===== config.mk =====
export PLATFORM = sky130hd
export DESIGN_NAME = gp9001_host_bridge
export DESIGN_NICKNAME = d
export VERILOG_FILES = /design/src/rtl/toaplan2_pkg.sv /design/src/rtl/gp9001_op_decode.sv /design/src/rtl/gp9001_host_bridge.sv
export SDC_FILE = /design/constraint.sdc
export NUM_CORES = 1
export LEC_CHECK = 0
export CAP_MARGIN = 20
export CELL_PAD_IN_SITES_DETAIL_PLACEMENT = 0
export CELL_PAD_IN_SITES_GLOBAL_PLACEMENT = 1
export CORE_MARGIN = 2
export CORE_UTILIZATION = 37
export DETAILED_ROUTE_END_ITERATION = 7
export HOLD_SLACK_MARGIN = 0.03
export PLACE_DENSITY = 0.83
export SYNTH_ARGS = -nofsm -noshare
export SYNTH_HDL_FRONTEND = slang
export SYNTH_SLANG_ARGS = --single-unit
export TNS_END_PERCENT = 1

===== constraint.sdc =====
create_clock -name CLK96 -period 6.3 [get_ports CLK96]
set_clock_uncertainty 0.05 [all_clocks]
set_input_delay 1.26 -clock CLK96 [delete_from_list [all_inputs] [get_ports CLK96]]
set_output_delay 1.26 -clock CLK96 [all_outputs]
set_load 0.005 [all_outputs]

===== src/rtl/toaplan2_pkg.sv =====
// Shared Toaplan2 definitions: GP9001 op codes, host register offsets and
// the host bridge FSM state encoding.
package toaplan2_pkg;

  typedef enum logic [2:0] {
    OP_NONE = 3'd0,
    OP_PTR  = 3'd1,
    OP_WRAM = 3'd2,
    OP_SEL  = 3'd3,
    OP_WREG = 3'd4,
    OP_RDH  = 3'd5,
    OP_RDL  = 3'd6
  } op_e;

  // Byte offsets ({A,0}) of the GP9001 host window
  localparam logic [3:0] OFS_PTR   = 4'h0;
  localparam logic [3:0] OFS_RAM_H = 4'h4;
  localparam logic [3:0] OFS_RAM_L = 4'h6;
  localparam logic [3:0] OFS_SEL   = 4'h8;
  localparam logic [3:0] OFS_REG   = 4'hC;

  typedef enum logic [1:0] {
    ST_IDLE     = 2'd0,
    ST_ISSUE    = 2'd1,
    ST_WAIT_ACK = 2'd2,
    ST_DONE     = 2'd3
  } state_e;

endpackage


===== src/rtl/gp9001_op_decode.sv =====
// Combinational decode of a CPU access ({RW, offset, DSn}) into a GP9001 op.
// noop marks accesses that complete without touching the VDP; status marks
// the VBLANK status read.
module gp9001_op_decode
  import toaplan2_pkg::*;
(
  input  logic       rw,
  input  logic [3:0] ofs,
  input  logic [1:0] dsn,
  output op_e        op,
  output logic       noop,
  output logic       status
);

  // Offset/direction to op mapping; writes with no data strobe do nothing
  always_comb begin
    op     = OP_NONE;
    status = 1'b0;
    if (rw) begin
      case (ofs)
        OFS_RAM_H: op = OP_RDH;
        OFS_RAM_L: op = OP_RDL;
        OFS_REG:   status = 1'b1;
        default:   op = OP_NONE;
      endcase
    end else if (dsn == 2'b11) begin
      op = OP_NONE;
    end else begin
      case (ofs)
        OFS_PTR:   op = OP_PTR;
        OFS_RAM_H: op = OP_WRAM;
        OFS_RAM_L: op = OP_WRAM;
        OFS_SEL:   op = OP_SEL;
        OFS_REG:   op = OP_WREG;
        default:   op = OP_NONE;
      endcase
    end
  end

  assign noop = (op == OP_NONE);

endmodule


===== src/rtl/gp9001_host_bridge.sv =====
// 68000 to GP9001 host bridge: turns CPU bus cycles into held op strobes on
// one of NCH VDP channels, returns read/status data, drives BUSY for DTACK,
// and aborts a stuck op with a watchdog that flags the offending channel.
module gp9001_host_bridge
  import toaplan2_pkg::*;
#(
  parameter int NCH     = 2,
  parameter int DW      = 16,
  parameter int TOW     = 8,
  parameter int TIMEOUT = 200
) (
  input  logic              CLK96,
  input  logic              RESET96n,
  input  logic [NCH-1:0]    CS,
  input  logic              RW,
  input  logic [2:0]        A,
  input  logic [1:0]        DSn,
  input  logic [DW-1:0]     DIN,
  output logic [DW-1:0]     DOUT,
  output logic              BUSY,
  output logic [NCH-1:0]    OP_SET_RAM_PTR,
  output logic [NCH-1:0]    OP_WRITE_RAM,
  output logic [NCH-1:0]    OP_SELECT_REG,
  output logic [NCH-1:0]    OP_WRITE_REG,
  output logic [NCH-1:0]    OP_READ_RAM_H,
  output logic [NCH-1:0]    OP_READ_RAM_L,
  output logic [DW-1:0]     OP_DATA,
  input  logic [NCH-1:0]    VDP_ACK,
  input  logic [NCH*DW-1:0] VDP_DOUT,
  input  logic [NCH-1:0]    VBLANK,
  output logic [NCH-1:0]    TO_FLAG,
  input  logic              TO_CLR
);

  localparam int CW = (NCH > 1) ? $clog2(NCH) : 1;

  logic [3:0]     ofs_s;
  op_e            dec_op_s;
  logic           dec_noop_s;
  logic           dec_status_s;
  logic           cs_any_s;
  logic [CW-1:0]  cs_ch_s;
  logic [NCH-1:0] ch_oh_s;
  logic [DW-1:0]  vdp_sel_s;
  logic           cs_cur_s;
  logic           is_rd_s;

  state_e         state_r;
  logic [CW-1:0]  ch_r;
  op_e            op_r;
  logic           cs_lost_r;
  logic [TOW-1:0] wd_r;
  logic [DW-1:0]  dout_r;
  logic [DW-1:0]  op_data_r;
  logic [NCH-1:0] to_flag_r;
  logic [NCH-1:0] ptr_r, wram_r, sel_r, wreg_r, rdh_r, rdl_r;

  assign ofs_s = {A, 1'b0};

  gp9001_op_decode u_dec (
    .rw     (RW),
    .ofs    (ofs_s),
    .dsn    (DSn),
    .op     (dec_op_s),
    .noop   (dec_noop_s),
    .status (dec_status_s)
  );

  assign cs_any_s = |CS;

  // Lowest set CS bit wins; higher simultaneous selects are ignored
  always_comb begin
    cs_ch_s = {CW{1'b0}};
    for (int i = NCH - 1; i >= 0; i--) begin
      if (CS[i]) begin
        cs_ch_s = CW'(i);
      end else begin
        cs_ch_s = cs_ch_s;
      end
    end
  end

  // One-hot form of the latched channel, used to place strobes and flags
  always_comb begin
    for (int i = 0; i < NCH; i++) begin
      ch_oh_s[i] = (ch_r == CW'(i));
    end
  end

  // Read data and select of the latched channel
  always_comb begin
    vdp_sel_s = VDP_DOUT[int'(ch_r) * DW +: DW];
    cs_cur_s  = CS[ch_r];
    is_rd_s   = (op_r == OP_RDH) || (op_r == OP_RDL);
  end

  // Bridge FSM with registered strobes, read data, write data and timeout flags
  always_ff @(posedge CLK96 or negedge RESET96n) begin
    if (!RESET96n) begin
      state_r   <= ST_IDLE;
      ch_r      <= {CW{1'b0}};
      op_r      <= OP_NONE;
      cs_lost_r <= 1'b0;
      wd_r      <= {TOW{1'b0}};
      dout_r    <= {DW{1'b0}};
      op_data_r <= {DW{1'b0}};
      to_flag_r <= {NCH{1'b0}};
      ptr_r     <= {NCH{1'b0}};
      wram_r    <= {NCH{1'b0}};
      sel_r     <= {NCH{1'b0}};
      wreg_r    <= {NCH{1'b0}};
      rdh_r     <= {NCH{1'b0}};
      rdl_r     <= {NCH{1'b0}};
    end else begin
      to_flag_r <= to_flag_r & ~{NCH{TO_CLR}};
      case (state_r)
        ST_IDLE: begin
          if (cs_any_s) begin
            ch_r      <= cs_ch_s;
            op_r      <= dec_op_s;
            op_data_r <= DIN;
            cs_lost_r <= 1'b0;
            if (dec_noop_s) begin
              dout_r  <= dec_status_s ? {{(DW-1){1'b0}}, ~VBLANK[cs_ch_s]} : {DW{1'b0}};
              state_r <= ST_DONE;
            end else begin
              state_r <= ST_ISSUE;
            end
          end
        end
        ST_ISSUE: begin
          ptr_r   <= (op_r == OP_PTR)  ? ch_oh_s : {NCH{1'b0}};
          wram_r  <= (op_r == OP_WRAM) ? ch_oh_s : {NCH{1'b0}};
          sel_r   <= (op_r == OP_SEL)  ? ch_oh_s : {NCH{1'b0}};
          wreg_r  <= (op_r == OP_WREG) ? ch_oh_s : {NCH{1'b0}};
          rdh_r   <= (op_r == OP_RDH)  ? ch_oh_s : {NCH{1'b0}};
          rdl_r   <= (op_r == OP_RDL)  ? ch_oh_s : {NCH{1'b0}};
          wd_r    <= {TOW{1'b0}};
          state_r <= ST_WAIT_ACK;
          if (!cs_cur_s) begin
            cs_lost_r <= 1'b1;
          end
        end
        ST_WAIT_ACK: begin
          if (VDP_ACK[ch_r] || (wd_r == TOW'(TIMEOUT))) begin
            ptr_r  <= {NCH{1'b0}};
            wram_r <= {NCH{1'b0}};
            sel_r  <= {NCH{1'b0}};
            wreg_r <= {NCH{1'b0}};
            rdh_r  <= {NCH{1'b0}};
            rdl_r  <= {NCH{1'b0}};
            // An aborted CPU cycle still finishes the op but drops its result
            if (cs_lost_r || !cs_cur_s) begin
              state_r <= ST_IDLE;
            end else begin
              state_r <= ST_DONE;
              if (!VDP_ACK[ch_r]) begin
                dout_r <= {DW{1'b1}};
              end else if (is_rd_s) begin
                dout_r <= vdp_sel_s;
              end
            end
            // A new timeout overrides a simultaneous clear on its channel
            if (!VDP_ACK[ch_r]) begin
              to_flag_r <= (to_flag_r & ~{NCH{TO_CLR}}) | ch_oh_s;
            end
          end else begin
            wd_r <= wd_r + TOW'(1);
            if (!cs_cur_s) begin
              cs_lost_r <= 1'b1;
            end
          end
        end
        ST_DONE: begin
          if (!cs_cur_s) begin
            state_r <= ST_IDLE;
          end
        end
        default: state_r <= ST_IDLE;
      endcase
    end
  end

  // BUSY drops immediately for no-op accesses so they never stall the CPU
  assign BUSY = cs_any_s & (state_r != ST_DONE) & ~((state_r == ST_IDLE) & dec_noop_s);

  assign DOUT           = dout_r;
  assign OP_DATA        = op_data_r;
  assign TO_FLAG        = to_flag_r;
  assign OP_SET_RAM_PTR = ptr_r;
  assign OP_WRITE_RAM   = wram_r;
  assign OP_SELECT_REG  = sel_r;
  assign OP_WRITE_REG   = wreg_r;
  assign OP_READ_RAM_H  = rdh_r;
  assign OP_READ_RAM_L  = rdl_r;

endmodule


==> summary.md <==
| Metric | Value |
|---|---|
| Clock sink count | `61` |
| Die X | `96.1 µm` |
| Site Rows | `33` |
| Setup crit end kind | `output port` |
| Worst R2R End | `DOUT[12]` |
| Post-CTS sizing | `0` |
| Initial antenna violation count | `0` |
| Hold Path Class | `reg2reg` |
| H-tree levels | `3` |
| Fin crit period | `4.37 ns` |
| Initial DRC Count | `87` |
| Simple-Gate Fraction of Synth Area | `0.0933` |
| Max Fclk | `0.229 GHz` |
| WP data required | `4.99 ns` |
| Initial DRT Pass Iterations | `4` |
| Worst-path cell with the longest stage delay | `clkdlybuf4s50_1` |
| Hold path depth | `2` |
| Area delta synth->final | `41.7%` |
| Synth Flop Type | `dfrtp_1` |
| Syn nets | `351` |
| Dpl hpwl | `5530 µm` |
| TNS Setup | `0 ns` |
| Final net count | `456` |
| R2R Setup Slk | `3.28 ns` |
| Area of the core | `8220 µm²` |
| Hold-fix buffers, CTS | `0` |
| Outcome | `complete, no violations` |
| Die area | `9230 µm²` |
| Type of element launching the critical path | `input pin` |
| # DRC | `0` |
| Final slew viol count | `0` |
| Tcrit/Tclk final | `0.693` |
| Layout cells sized above 1 | `0.154` |
| Post-route ant nets | `0` |
| TritonCTS clock tree | `yes` |
| Port bufs | `109` |
| Yosys reg bits | `61` |
| IO Pins | `110` |
| Synthesized area | `3140 µm²` |
| CP dominant cell by count | `clkdlybuf4s50_1` |
| RR Startpoint | `state_r[0]` |
| Largest net degree at the start of global routing | `62` |
| RSZ-0062 raised after global routing | `no` |
| Pwr per Cell Area | `419 nW/µm²` |
| Ys async rst share | `1.00` |
| Clk buf depth | `2` |
| Compound-Gate Fraction of Synth Area | `0.136` |
| CTS Buf Count | `9` |
| Filler cells | `732` |
| Synth cell types | `44` |
| Gpl congestion | `0.828` |
| Worst reg2reg path depth | `6` |
| Hold Slack | `0.433 ns` |
| Hold Vio Cnt, Final | `0` |
| Pleak | `1.92 nW` |
| Starting Density | `0.382` |
| Relative slew margins | `0.311` |
| Via count | `2524` |
| Clock slew seen by the registers of the worst setup and hold paths | `0.07 ns` |
| Die height | `96.1 µm` |
| Worst-Skew Late Latency | `0.33 ns` |
| Yosys warns | `0` |
| Setup Crit Path Kind | `in2out` |
| Worst path cell trace | `clkdlybuf4s50_1 > inv_1 > nor2_1 > o22ai_1 > a211oi_1 > clkdlybuf4s50_1` |
| Ant diodes | `0` |
| CTS Root Cell | `clkbuf_8` |
| Largest family of logic cells by synthesized area | `multiplexers` |
| Total gr overflow | `0` |
| Number of synthesized flops with an enable pin | `0` |
| Setup Viol. Count Final | `0` |
| Worst path max stage delay | `0.55 ns` |
| Worst EP arrival | `3.06 ns` |
| Synth Area in Adders | `0.0279` |
| Post-CTS setup buffers | `0` |
| Hold path startpoint | `OP_WRITE_REG[1]` |
| Via-to-Cell Ratio | `5.10` |
| First-pass GRT wire length | `11900 µm` |
| Worst-path maximum fanout | `4` |
| Slew at the pin closest to its max-slew limit | `1.03 ns` |
| Wirelength per Cell | `15.3 µm` |
| Multiplexer share of the synthesized area | `0.202` |
| Post-Syn Area per Cell | `11.2 µm²` |
| Mapped Cells | `281` |
| Sequential cell area fraction in the yosys report | `0.487` |
| Worst Hold End | `OP_WRITE_REG[1]` |
| Peak supply drop | `0.266 mV` |
| Post-layout util | `0.541` |
| GRT Total Usage | `0.168` |
| Routed WL | `7590 µm` |
| Number of global-route vias before repair | `2431` |
| Synth Area in XOR/XNOR | `0.0112` |
| Max-capacitance violation count | `0` |
## metal layers
metal  vias up  GRT usage  part of all wire
met5         -          0                 0
met1      1224      0.233              0.45
li1       1217          -                 -
met2        76      0.253              0.47
met4         0     0.0500            0.0076
met3         7     0.0486             0.070
## worst max path at each step
| stage | start | endpoint | slack [ns] | depth (start not counted) |
|---|---|---|---|---|
| after floorplan | RW | BUSY | 3.10 | 4 |
| after global placement | A[1] | BUSY | 1.96 | 6 |
| after detailed placement | A[1] | BUSY | 1.97 | 6 |
| after CTS | A[1] | BUSY | 1.94 | 6 |
| after global routing | A[1] | BUSY | 1.78 | 6 |
| final | A[1] | BUSY | 1.93 | 6 |
## synthesized netlist by cell type, drive strengths merged (3+ instances only)
cell,n,share of area
a21oi,23,0.037
a31oi,4,0.0080
buf,5,0.015
clkbuf,12,0.014
dfrtp,61,0.49
ha,7,0.028
inv,11,0.013
mux2,35,0.14
mux2i,19,0.065
nand2,29,0.036
nand3,3,0.0048
nand4,5,0.010
nor2,13,0.016
nor2b,4,0.0080
o21ai,11,0.018
o31ai,10,0.024
o41ai,4,0.011
xor2,4,0.011
## flip-flops by register name, summed over array words and instances, names as in the netlist, 3 cells and up
| register | flops |
|---|---|
| DOUT | 16 |
| OP_DATA | 16 |
| op_r | 3 |
| wd_r | 8 |
## worst max-delay path, delay by kind of cell
kind	cells	cell delay, ns
AND/OR/NAND/NOR	1	0.23
buffers and inverters	3	1.15
AO/OA/AOI/OAI	2	0.42
## per-stage QoR
step,power [W],cells,area [µm²],setup WS (ns)
finish,0.00186,495,4450,1.93
global route,0.00201,495,4450,1.78
CTS,0.00189,495,4450,1.94
detailed placement,0.00159,480,4280,1.97
global placement,0.00157,480,4280,1.96
floorplan,0.00121,281,3140,3.10
## placed cells by master, fill, tap and decap left out, types with 11 or more instances in the layout
cell / n
mux2i_1: 18
nor2_1: 13
clkdlybuf4s50_1: 108
mux2_2: 25
dfrtp_1: 61
inv_1: 11
a21oi_1: 23
nand2_1: 28
## final cells by class
| type | count | area (µm²) | area share |
|---|---|---|---|
| timing repair buffer | 111 | 1100 | 0.248 |
| sequential | 61 | 1530 | 0.343 |
| tap | 105 | 131 | 0.0296 |
| clock inverter | 5 | 27.5 | 0.00619 |
| inverter | 11 | 41.3 | 0.00929 |
| clock buffer | 10 | 138 | 0.0310 |
| multi-input combinational | 192 | 1480 | 0.333 |
## where the power goes
part	switching (W)	internal [W]	total [W]
Sequential	0.0000958	0.000530	0.000626
Clock	0.000148	0.000148	0.000296
Combinational	0.000432	0.000510	0.000941
## cell families after synthesis
group                      count (synthesis)
AOI/OAI and AO/OA                         65
and+or+nand+nor                           62
DFF                                       61
muxes                                     54
buffers and inverters                     28
adders and majority gates                  7
xor gates and xnor gates                   4
Note: power is estimated with default switching activity, not from simulation.
